### src/rtl/fifo_write_arbiter.sv
// fifo_write_arbiter: round-robin burst arbiter that shares the single FIFO write port among NREQ requesters
module fifo_write_arbiter #(
   parameter int SIZE  = 8,
   parameter int NREQ  = 4,
   parameter int BURST = 4
) (
   input  logic                   w_clk,
   input  logic                   n_rst,
   input  logic [NREQ-1:0]        req,
   input  logic [NREQ*SIZE-1:0]   req_data,
   output logic [NREQ-1:0]        ack,
   output logic [NREQ-1:0]        grant,
   output logic                   valid_write,
   output logic [SIZE-1:0]        wr_data,
   input  logic                   f_flag,
   input  logic                   almost_full_flag
);
   localparam int PW = NREQ > 1 ? $clog2(NREQ) : 1;
   localparam logic [1:0] IDLE = 2'd0, GRANT = 2'd1, STALL = 2'd2;
   logic [1:0]      fsm;
   logic [PW-1:0]   rr_ptr, g, sel, idx, nxt;
   logic [3:0]      cnt;
   logic            full, issue, last;
   assign full  = f_flag | almost_full_flag;
   assign issue = (fsm == GRANT) & req[g] & ~full & n_rst;
   assign ack   = issue ? NREQ'(1) << g : '0;
   assign last  = cnt + 4'd1 == 4'(BURST);
   assign nxt   = PW'((int'(g) + 1) % NREQ);
   // lowest offset from rr_ptr wins, so scan offsets downwards and keep the last hit
   always_comb begin
      sel = rr_ptr;
      idx = rr_ptr;
      for (int k = NREQ - 1; k >= 0; k--) begin
         idx = PW'((int'(rr_ptr) + k) % NREQ);
         if (req[idx]) sel = idx;
      end
   end
   always_ff @(posedge w_clk) begin
      if (!n_rst) begin
         fsm         <= IDLE;
         grant       <= '0;
         rr_ptr      <= '0;
         cnt         <= '0;
         g           <= '0;
         valid_write <= 1'b0;
         wr_data     <= '0;
      end else begin
         valid_write <= issue;
         if (issue) begin
            wr_data <= req_data[int'(g)*SIZE +: SIZE];
            cnt     <= cnt + 4'd1;
         end
         if (fsm == IDLE) begin
            if (|req) begin
               g     <= sel;
               grant <= NREQ'(1) << sel;
               cnt   <= '0;
               fsm   <= GRANT;
            end
         end else if (!req[g] || (issue && last)) begin
            rr_ptr <= nxt;
            grant  <= '0;
            fsm    <= IDLE;
         end else if (fsm == GRANT && full) begin
            fsm <= STALL;
         end else if (fsm == STALL && !full) begin
            fsm <= GRANT;
         end
      end
   end
endmodule

### config.mk
export PLATFORM = sky130hd
export DESIGN_NAME = fifo_write_arbiter
export DESIGN_NICKNAME = d
export VERILOG_FILES = /design/src/rtl/fifo_write_arbiter.sv
export SDC_FILE = /design/constraint.sdc
export NUM_CORES = 1
export LEC_CHECK = 0
export CAP_MARGIN = 30
export CORE_ASPECT_RATIO = 0.9
export CORE_UTILIZATION = 39
export DETAILED_ROUTE_END_ITERATION = 10
export PLACE_DENSITY_LB_ADDON = 0.2
export SLEW_MARGIN = 15
export SYNTH_ARGS = -nofsm -noshare
export SYNTH_HDL_FRONTEND = slang
export SYNTH_SLANG_ARGS = --single-unit
export TNS_END_PERCENT = 20
### constraint.sdc
create_clock -name w_clk -period 5.4 [get_ports w_clk]
set_input_delay 1.08 -clock w_clk [delete_from_list [all_inputs] [get_ports w_clk]]
set_output_delay 1.08 -clock w_clk [all_outputs]
set_load 0.02 [all_outputs]
After elaboration in Yosys (flattened, before gate mapping)
Cells that the tools add are included.

$add $sub $neg: 5. $lt $le $gt $ge: 5. Equality and inequality tests: 4. Shifts and indexed selects: 3. Mux-type cells: 26. Bitwise operators: 6. Reductions and logical operators: 14.

Operator list (count): $shiftx 32x6->8 (1); $mux 4 (7); $mux 2 (9); $lt 2x3->1 const B (5); $bmux 1 s2 (5); $reduce_and 2->1 (4); $shl 1x2->4 const A (2); $mux 1 (5); $add 2x1->2 const B (2); $add 2x2->2 const B (2); $add 4x1->4 const B (1); $eq 4x3->1 const B (1); $reduce_bool 4->1 (1); $reduce_or 4->1 (1); $and 1x1->1 (3); $logic_and 1x1->1 (3); $eq 2x1->1 const B (1); $eq 2x2->1 const B (1); $logic_not 1->1 (2); $logic_not 2->1 (1); $ne 2x1->1 const B (1); $not 1->1 (2); $reduce_bool 2->1 (1); $logic_or 1x1->1 (1); $or 1x1->1 (1).

Register bits after elaboration: 23. Input bits: 40. Output and inout bits: 17.

Longest topological paths before layout
Gate-level depths: netlist (run 1).

Depth in word-level cells: 10. Depth in mapped cells: 6. Depth with buffers taken out: 5.

Least setup slack after synthesis (run 1)
Ideal clock, no wire load.

Path kind: input to output. From: input req[3]. To: output ack[2]. Arrival: 2.154 ns. Setup slack: 2.166 ns. Stages on the path: 5. Cell sequence: mux4_2 -> nand3_4 -> inv_2 -> buf_6 -> and2_1.

Word-level cells in the longest chain between the ends: 6.

RTL lines: start: declaration (line 9) `input logic [NREQ-1:0] req,`; $bmux 1 s2 (line 25) `assign issue = (fsm == GRANT) & req[g] & ~full & n_rst;`; $mux 1 (not written as such) (line 25); $and 1x1->1 (3 in series) (line 25); $mux 4 (line 26) `assign ack = issue ? NREQ'(1) << g : '0;`; end: declaration (line 11) `output logic [NREQ-1:0] ack,`.

Every way passes these cells. The select of a mux whose other input is x is not followed.

Worst setup path after layout (run 1)
From: input n_rst. To: output ack[3].

Word-level cells in the longest chain between the ends: 2.

RTL lines: start: declaration (line 8) `input logic n_rst,`; $and 1x1->1 (line 25); $mux 4 (line 26).

Every way passes these cells.

==> results of run 1 <==
[flip-flops by register name (all words and copies together) (netlist names)]
name and flops:
wr_data 8, grant 4, valid_write 1, g 2, rr_ptr 2, cnt 4, fsm 2
[synth_stat cells, drive strengths merged, types with 2 or more instances]
| library cell | instances | area [um^2] |
|---|---|---|
| mux2i | 3 | 30.0 |
| o21ai | 4 | 20.0 |
| a21oi | 13 | 68.8 |
| xor2 | 3 | 26.3 |
| nor2b | 2 | 12.5 |
| nand3 | 5 | 37.5 |
| inv | 5 | 18.8 |
| a32o | 2 | 20.0 |
| o31ai | 2 | 15.0 |
| nand4 | 2 | 12.5 |
| and2b | 2 | 15.0 |
| o32ai | 2 | 17.5 |
| nor2 | 5 | 18.8 |
| o211a | 2 | 20.0 |
| buf | 2 | 16.3 |
| and2 | 5 | 33.8 |
| nand2 | 26 | 100 |
| and3 | 3 | 18.8 |
| or4 | 2 | 18.8 |
| dfxtp | 23 | 460 |
| ha | 6 | 75.1 |
| mux4 | 9 | 203 |
| clkbuf | 3 | 11.3 |
[cell usage in the layout, fill, tap and decap left out, drive strengths merged, types with 2 or more instances in the layout]
cell | netlist | routed
a21oi | 13 | 13
a32o | 2 | 2
and2 | 5 | 5
and2b | 2 | 2
and3 | 3 | 3
clkbuf | 3 | 3
clkdlybuf4s50 | 0 | 56
dfxtp | 23 | 23
ha | 6 | 6
inv | 5 | 5
mux2i | 3 | 3
mux4 | 9 | 9
nand2 | 26 | 26
nand3 | 5 | 5
nand4 | 2 | 2
nor2 | 5 | 5
nor2b | 2 | 2
o211a | 2 | 2
o21ai | 4 | 4
o31ai | 2 | 2
o32ai | 2 | 2
or4 | 2 | 2
xor2 | 3 | 3
[layer usage]
layer	up-vias	track usage
li1	630	-
met1	621	0.231
met2	40	0.320
met3	2	0.0531
met4	0	0.0508
met5	-	0
[logic make-up after synthesis]
kind of cell	after synthesis	share of synthesized area
simple gates	55	0.215
fa+ha+maj	6	0.0549
compound gates	32	0.163
flops	23	0.337
buf+inv	10	0.0339
mux	12	0.170
xor+xnor	4	0.0256
[power by group]
| part | internal (mW) | switching (mW) |
|---|---|---|
| logic | 0.0832 | 0.0620 |
| clock network | 0.0515 | 0.0555 |
| registers | 0.182 | 0.0213 |
| total | 0.317 | 0.139 |
[worst max-delay path, stage by stage]
cell and delay (ns):
clkdlybuf4s50_1 0.79, nor2b_1 0.38, nand3_4 0.18, inv_2 0.25, and2_1 0.17, clkdlybuf4s50_1 0.60
[area by class of cell]
cell class              instances  area, um^2
fillers                       305        1350
clock buffers                   3        41.3
inverters                       5        18.8
well taps                      44        55.1
flip-flops and latches         23         460
clock inverters                 1        5.00
multi-input cells             109         860
repair buffers                 56         561
[worst paths after layout]
path	cells after the start	slack, ns	to	startpoint
setup reg to reg	3	3.28	rr_ptr[0]	g[0]
setup / recovery	6	0.85	ack[3]	n_rst
hold / removal	2	0.46	wr_data[0]	wr_data[0]
hold reg to reg	2	0.46	wr_data[0]	wr_data[0]
[through the flow]
stage,util,area [um^2],hold WS (ns),cells,setup WS (ns)
global route,0.597,2000,0.494,241,0.715
CTS,0.597,2000,0.458,241,0.864
floorplan,-,1370,0.456,142,2.17
finish,0.597,2000,0.456,241,0.851
global placement,0.583,1950,0.443,237,0.966
detailed placement,0.583,1950,0.446,237,0.892
==> metrics, run 1 <==
initial core utilization=0.407; Clock H-tree levels=1; crit path DAT=3.47 ns; crit share post-route=0.842; vias per cell=5.37; I/O pin cnt=57; vias in the first global route=1175; fmax=220 MHz; Pwr per Cell Area=about 230 nW/um^2; Req. time, crit path=4.32 ns; Slew Viols, Final=0; Syn Area/Cell=around 9.6 um^2; Slew HR=0.521; max cap viols=0; Clk Latency, worst-skew pair=0.27 ns; DRT antenna net count=0; DP HPWL=2.52 mm; VDD IR-drop max=0.000131 V; drt first pass iters=5; Synth Instances=142; EDFF count, synth=0; Die X=64.4 um; Yosys warning count=0; Tot Pwr=between 400 and 500 uW; asr flop ratio synth=0; initial antenna violation count=0; n_diodes=0; root buffer cell=clkbuf_8; crit path launch type=input pin; final setup fails=0; largest net degree at the start of global routing=17; gr ovfl total=0; global-route wire length before repair=5.40 mm; Die ar.=3740 um^2; Netlist Area Pre-Place=between 1000 and 1500 um^2; nets=244; metal3 WL=160 um; CP Capture Type=output port; DR iter-0 viols=57; library cells used by synthesis=41; RSZ-0062 raised after global routing=false; clk slew on worst S/H paths=approximately 0.09 ns; final hold vios=0; Top Layer Used=met4; worst slew pin tran=0.717 ns; metal2 WL=1.71 mm; IO Port Bufs=56; DIE HEIGHT=58.2 um; area of the core=3350 um^2; Rows=20; fraction of layout cells with a size suffix above 1=0.107; detailed-route via count=1293; gpl congestion=0.767; wl on met1=1.35 mm; clk_skew=0.00745 ns; Lkg Pwr=around 0.75 nW; wire per inst=13.5 um; worst hold path type=reg2reg; Layout area overhead=46.4%; #FFs+latches synth=23; Post-CTS Setup Bufs=0; final wirelength=3.25 mm; CP Max Fanout=16; Seq/Total Area, Yosys=0.337; CTS resizes=0; CTS Hold Bufs=0; status=complete, no violations; main flop type after synthesis=dfxtp_1; # clock sinks=23; Period minus WS final=roughly 4.5 ns; Setup TNS Final=0 ns; CTS tree=done; DRC=0; WS Path Type=in2out; Syn Nets=188; Inserted Clock Buffers=3; clock buffer depth=2; total global-route track usage=0.187
Note: power is estimated with default switching activity, not from simulation.
==> run 2, diff against run 1 <==
- CORE_UTILIZATION: 39 -> 38
- clock period: 5.4 -> 3.8 ns (I/O delays scaled with it)
==> metrics, run 2 (synthesis gave the netlist of run 1 again) <==
# clock sinks=23 (unchanged); final instance area=2030 um^2 (+1.5%); final setup fails=0 (unchanged); root buffer cell=clkbuf_8; Hold Crit Start=wr_data[1]; Slew HR=0.718 (+0.196); worst hold path type=reg2reg; Critical Path Start=req[3]; vias per cell=5.29 (-1.5%); Worst Hold Slack=0.457 ns (+0.00131 ns); DP HPWL=2.76 mm (+9.9%); detailed-route via count=1295 (+0.15%); global-route wire length before repair=5.91 mm (+9.3%); Cell Area, Placed=1980 um^2 (+1.5%); Die ar.=3840 um^2 (+2.5%); I/O pin cnt=57 (unchanged); crit share post-route=0.955; crit path launch type=input pin; Die X=65.2 um (+1.3%); gpl congestion=0.784 (+2.2%); wire per inst=13.9 um (+3.3%); clk_skew=0.00463 ns (-0.00281 ns); Rows=20 (unchanged); switching pwr=201 uW (+45%); worst slew pin tran=0.423 ns (-0.294 ns); drt first pass iters=4 (-1); area of the core=3400 um^2 (+1.5%); status=complete, no violations; Post-CTS Setup Bufs=0 (unchanged); max FFs per register=8 (unchanged); FF-to-FF Start=fsm[0]; fraction of layout cells with a size suffix above 1=0.124 (+0.0178); initial core utilization=0.401 (-0.00599); Slew Viols, Final=0 (unchanged); CP Max Fanout=16 (unchanged); nets=248 (+1.6%); Inserted Clock Buffers=3 (unchanged); WS Path Type=in2out; Period minus WS final=3.63 ns; fmax=276 MHz; max cap viols=0 (unchanged); Pwr per Cell Area=324 nW/um^2 (+42%); Finished Layout Cells=245 (+1.7%); initial antenna violation count=0 (unchanged); CP Capture Type=output port; n_diodes=0 (unchanged); CTS resizes=0 (unchanged); clk slew on worst S/H paths=0.08 ns (about the same); total global-route track usage=0.198 (+0.0105); largest registers=wr_data (8), cnt (4), grant (4); PnR worst setup slack=0.170 ns (-0.680 ns); IO Port Bufs=56 (unchanged); Clock H-tree levels=1 (unchanged); largest net degree at the start of global routing=17 (unchanged); vias in the first global route=1334 (+14%); DP Worst Slack=0.190 ns (-0.701 ns); Reg power frac=0.416 (-0.030); gr ovfl total=0 (unchanged); most common cell after layout, fill and taps aside=clkdlybuf4s50_1; DIE HEIGHT=58.9 um (+1.3%); DR iter-0 viols=63 (+11%); crit path DAT=2.87 ns (-0.60 ns); utilization after layout=0.597 (about the same); CTS Hold Bufs=0 (unchanged); Clk pwr share=0.232 (-0.003); DRC=0 (unchanged); clock buffer depth=2 (unchanged); Setup TNS Final=0 ns (unchanged); Internal=456 uW (+44%); CTS tree=done; RSZ-0062 raised after global routing=false; Cells after DPL=241 (+1.7%); DRT antenna net count=0 (unchanged); Layout area overhead=48.6%; Lkg Pwr=0.773 nW (+2.8%); most frequent cells in the layout=56 x clkdlybuf4s50_1, 25 x nand2_1, 23 x dfxtp_1; Clk Latency, worst-skew pair=0.26 ns (about the same); Largest Register=wr_data; Tot Pwr=657 uW (+44%); switching share of power=0.306 (+0.00103); VDD IR-drop max=0.000205 V (+56%); final hold vios=0 (unchanged); Gate power share=0.352 (+0.033); final wirelength=3.41 mm (+5.0%); Req. time, crit path=3.04 ns (-1.28 ns)
==> run 2: power by group through the flow <==
| stage | clock network [mW] | registers [mW] | logic (mW) |
|---|---|---|---|
| 2_1_floorplan | 0 | 0.286 | 0.131 |
| 3_3_place_gp | 0 | 0.277 | 0.228 |
| 3_5_place_dp | 0 | 0.279 | 0.232 |
| 4_1_cts | 0.156 | 0.273 | 0.233 |
| 5_1_grt | 0.166 | 0.276 | 0.254 |
| 6_report | 0.152 | 0.273 | 0.231 |
==> run 2: worst max-delay path, stage by stage <==
cell	delay [ns]
clkdlybuf4s50_1	0.50
mux4_2	0.59
nand3_4	0.15
inv_2	0.14
and2_1	0.19
clkdlybuf4s50_1	0.53
==> run 2: layer usage <==
layer  wire length [um]  track usage
met3                142       0.0484
met4                  0       0.0373
met2               1710        0.334
met5                  0            0
met1               1550        0.258
==> run 2: final cells by class <==
| cell class | count | area [um^2] |
|---|---|---|
| Fill cell | 327 | 1370 |
| Multi-Input combinational cell | 109 | 860 |
| Timing Repair Buffer | 60 | 591 |
| Sequential cell | 23 | 460 |
| Tap cell | 44 | 55.1 |
| Clock buffer | 3 | 41.3 |
| Inverter | 5 | 18.8 |
| Clock inverter | 1 | 5.00 |
==> run 2: path summary, 6_finish.rpt <==
path                                   end  slack (ns)  depth (start not counted)
worst min-delay path            wr_data[1]        0.46                          2
worst max-delay path                ack[3]        0.17                          6
worst min register to register  wr_data[1]        0.46                          2
worst max register to register   rr_ptr[0]        2.14                          5
==> run 3, diff against run 2 <==
- PLACE_DENSITY: not set -> 0.87
- PLACE_DENSITY_LB_ADDON: 0.2 -> not set
==> metrics, run 3 (synthesis gave the netlist of run 1 again) <==
clock buffer depth=2 (unchanged); IO Port Bufs=56 (unchanged); largest registers=wr_data (8), cnt (4), grant (4); crit path DAT=2.88 ns (about the same); Cells after DPL=240 (-0.41%); I/O pin cnt=57 (unchanged); Slew Viols, Final=0 (unchanged); total global-route track usage=0.189 (-0.00850); Pwr per Cell Area=325 nW/um^2 (+0.51%); Rows=20 (unchanged); metal2 WL=1.70 mm (-0.82%); RSZ-0062 raised after global routing=false; max cap viols=0 (unchanged); crit path launch type=input pin; area of the core=3400 um^2 (unchanged); most frequent cells in the layout=56 x clkdlybuf4s50_1, 25 x nand2_1, 23 x dfxtp_1; max FFs per register=8 (unchanged); status=complete, no violations; Hold Crit Start=wr_data[3]; Die ar.=3840 um^2 (unchanged); metal3 WL=147 um (+3.5%); wl on met1=1.52 mm (-1.9%); switching pwr=203 uW (+0.86%); CP Max Fanout=16 (unchanged); Gate power share=0.353 (about the same); Clock H-tree levels=1 (unchanged); CTS resizes=0 (unchanged); Layout area overhead=48.1%; final hold vios=0 (unchanged); largest net degree at the start of global routing=17 (unchanged); Worst Hold Slack=0.467 ns (+0.00975 ns); DR iter-0 viols=28 (-56%); Finished Layout Cells=244 (-0.41%); Req. time, crit path=3.04 ns (about the same); crit path capture=ack[3]; initial antenna violation count=0 (unchanged); Post-CTS Setup Bufs=0 (unchanged); global-route wire length before repair=5.62 mm (-4.9%); DP HPWL=2.63 mm (-4.7%); depth of the worst hold-timing path=2 (unchanged); drt first pass iters=4 (unchanged); Setup TNS Final=0 ns (unchanged); fraction of layout cells with a size suffix above 1=0.120 (-0.00438); WS Path Type=in2out; CP Capture Type=output port; Largest Register=wr_data; r2r setup slk=2.18 ns (+0.04 ns); Internal=455 uW (-0.18%); fillcell total=297 (-9.2%); Critical R2R Capture=cnt[2]; Reg power frac=0.414 (-0.002); root buffer cell=clkbuf_8; vias in the first global route=1229 (-7.9%); Lkg Pwr=0.768 nW (-0.69%); DRT antenna net count=0 (unchanged); clk_skew=0.00149 ns (-0.00314 ns); DIE HEIGHT=58.9 um (unchanged); Critical Path Start=almost_full_flag; fmax=275 MHz (-0.16%); Top Layer Used=met4; Inserted Clock Buffers=3 (unchanged); FF-to-FF Start=g[0]; VDD IR-drop max=0.000170 V (-17%); Clk Latency, worst-skew pair=0.26 ns (about the same); CTS tree=done; crit share post-route=0.957 (+0.00150); final wirelength=3.42 mm (+0.35%); r2r worst-path depth=5 (unchanged); most common cell after layout, fill and taps aside=clkdlybuf4s50_1; worst slew pin tran=0.422 ns (-0.00144 ns); worst hold path type=reg2reg; vias per cell=5.36 (+1.5%); switching share of power=0.308 (+0.00222); nets=247 (-0.40%); # clock sinks=23 (unchanged); initial core utilization=0.401 (unchanged); wire per inst=14.0 um (+0.76%); Die X=65.2 um (unchanged); CTS Hold Bufs=0 (unchanged); clk slew on worst S/H paths=0.08 ns (about the same); gr ovfl total=0 (unchanged); Clk pwr share=0.233 (about the same); final setup fails=0 (unchanged); detailed-route via count=1309 (+1.1%); gpl congestion=0.754 (-3.8%); n_diodes=0 (unchanged); Slew HR=0.719 (+0.000959); DRC=0 (unchanged); Period minus WS final=3.64 ns (+0.00571 ns)
run 3: power by group through the flow:
stage	registers (mW)	logic (mW)	clock network, mW
after floorplan	0.286	0.131	0
after global placement	0.277	0.230	0
after detailed placement	0.278	0.232	0
after CTS	0.272	0.233	0.155
after global routing	0.276	0.254	0.163
final	0.272	0.232	0.154
run 3: worst max-delay path, stage by stage:
cell	delay (ns)
clkdlybuf4s50_1	0.47
nor3b_2	0.41
nand3_4	0.20
inv_2	0.25
and2_1	0.18
clkdlybuf4s50_1	0.60
run 3: worst min-delay path by stage:
stage / slack (ns) / end
after global placement: 0.44 / wr_data[2]
after detailed placement: 0.46 / wr_data[2]
after global routing: 0.49 / wr_data[1]
after floorplan: 0.46 / cnt[2]
after CTS: 0.47 / wr_data[3]
final: 0.47 / wr_data[3]
run 3: layout make-up:
cell class,count,area (um^2),area share
timing repair buffer,59,583,0.288
clock buffer,3,41.3,0.0204
tap,44,55.1,0.0272
clock inverter,1,5.00,0.00247
sequential,23,460,0.228
inverter,5,18.8,0.00928
multi-input combinational,109,860,0.425
run 3: layer usage:
layer,GRT usage,vias up
li1,-,643
met1,0.253,622
met2,0.308,38
met3,0.0329,6
met4,0.0652,0
met5,0,-
run 3: stage by stage:
stage	instance area [um^2]	utilization	total power, mW	worst slack (ns)
2_1_floorplan	1370	-	0.417	1.21
3_3_place_gp	1980	0.581	0.507	0.214
3_5_place_dp	1980	0.581	0.510	0.178
4_1_cts	2020	0.594	0.660	0.174
5_1_grt	2020	0.594	0.693	0.0405
6_report	2020	0.594	0.658	0.165
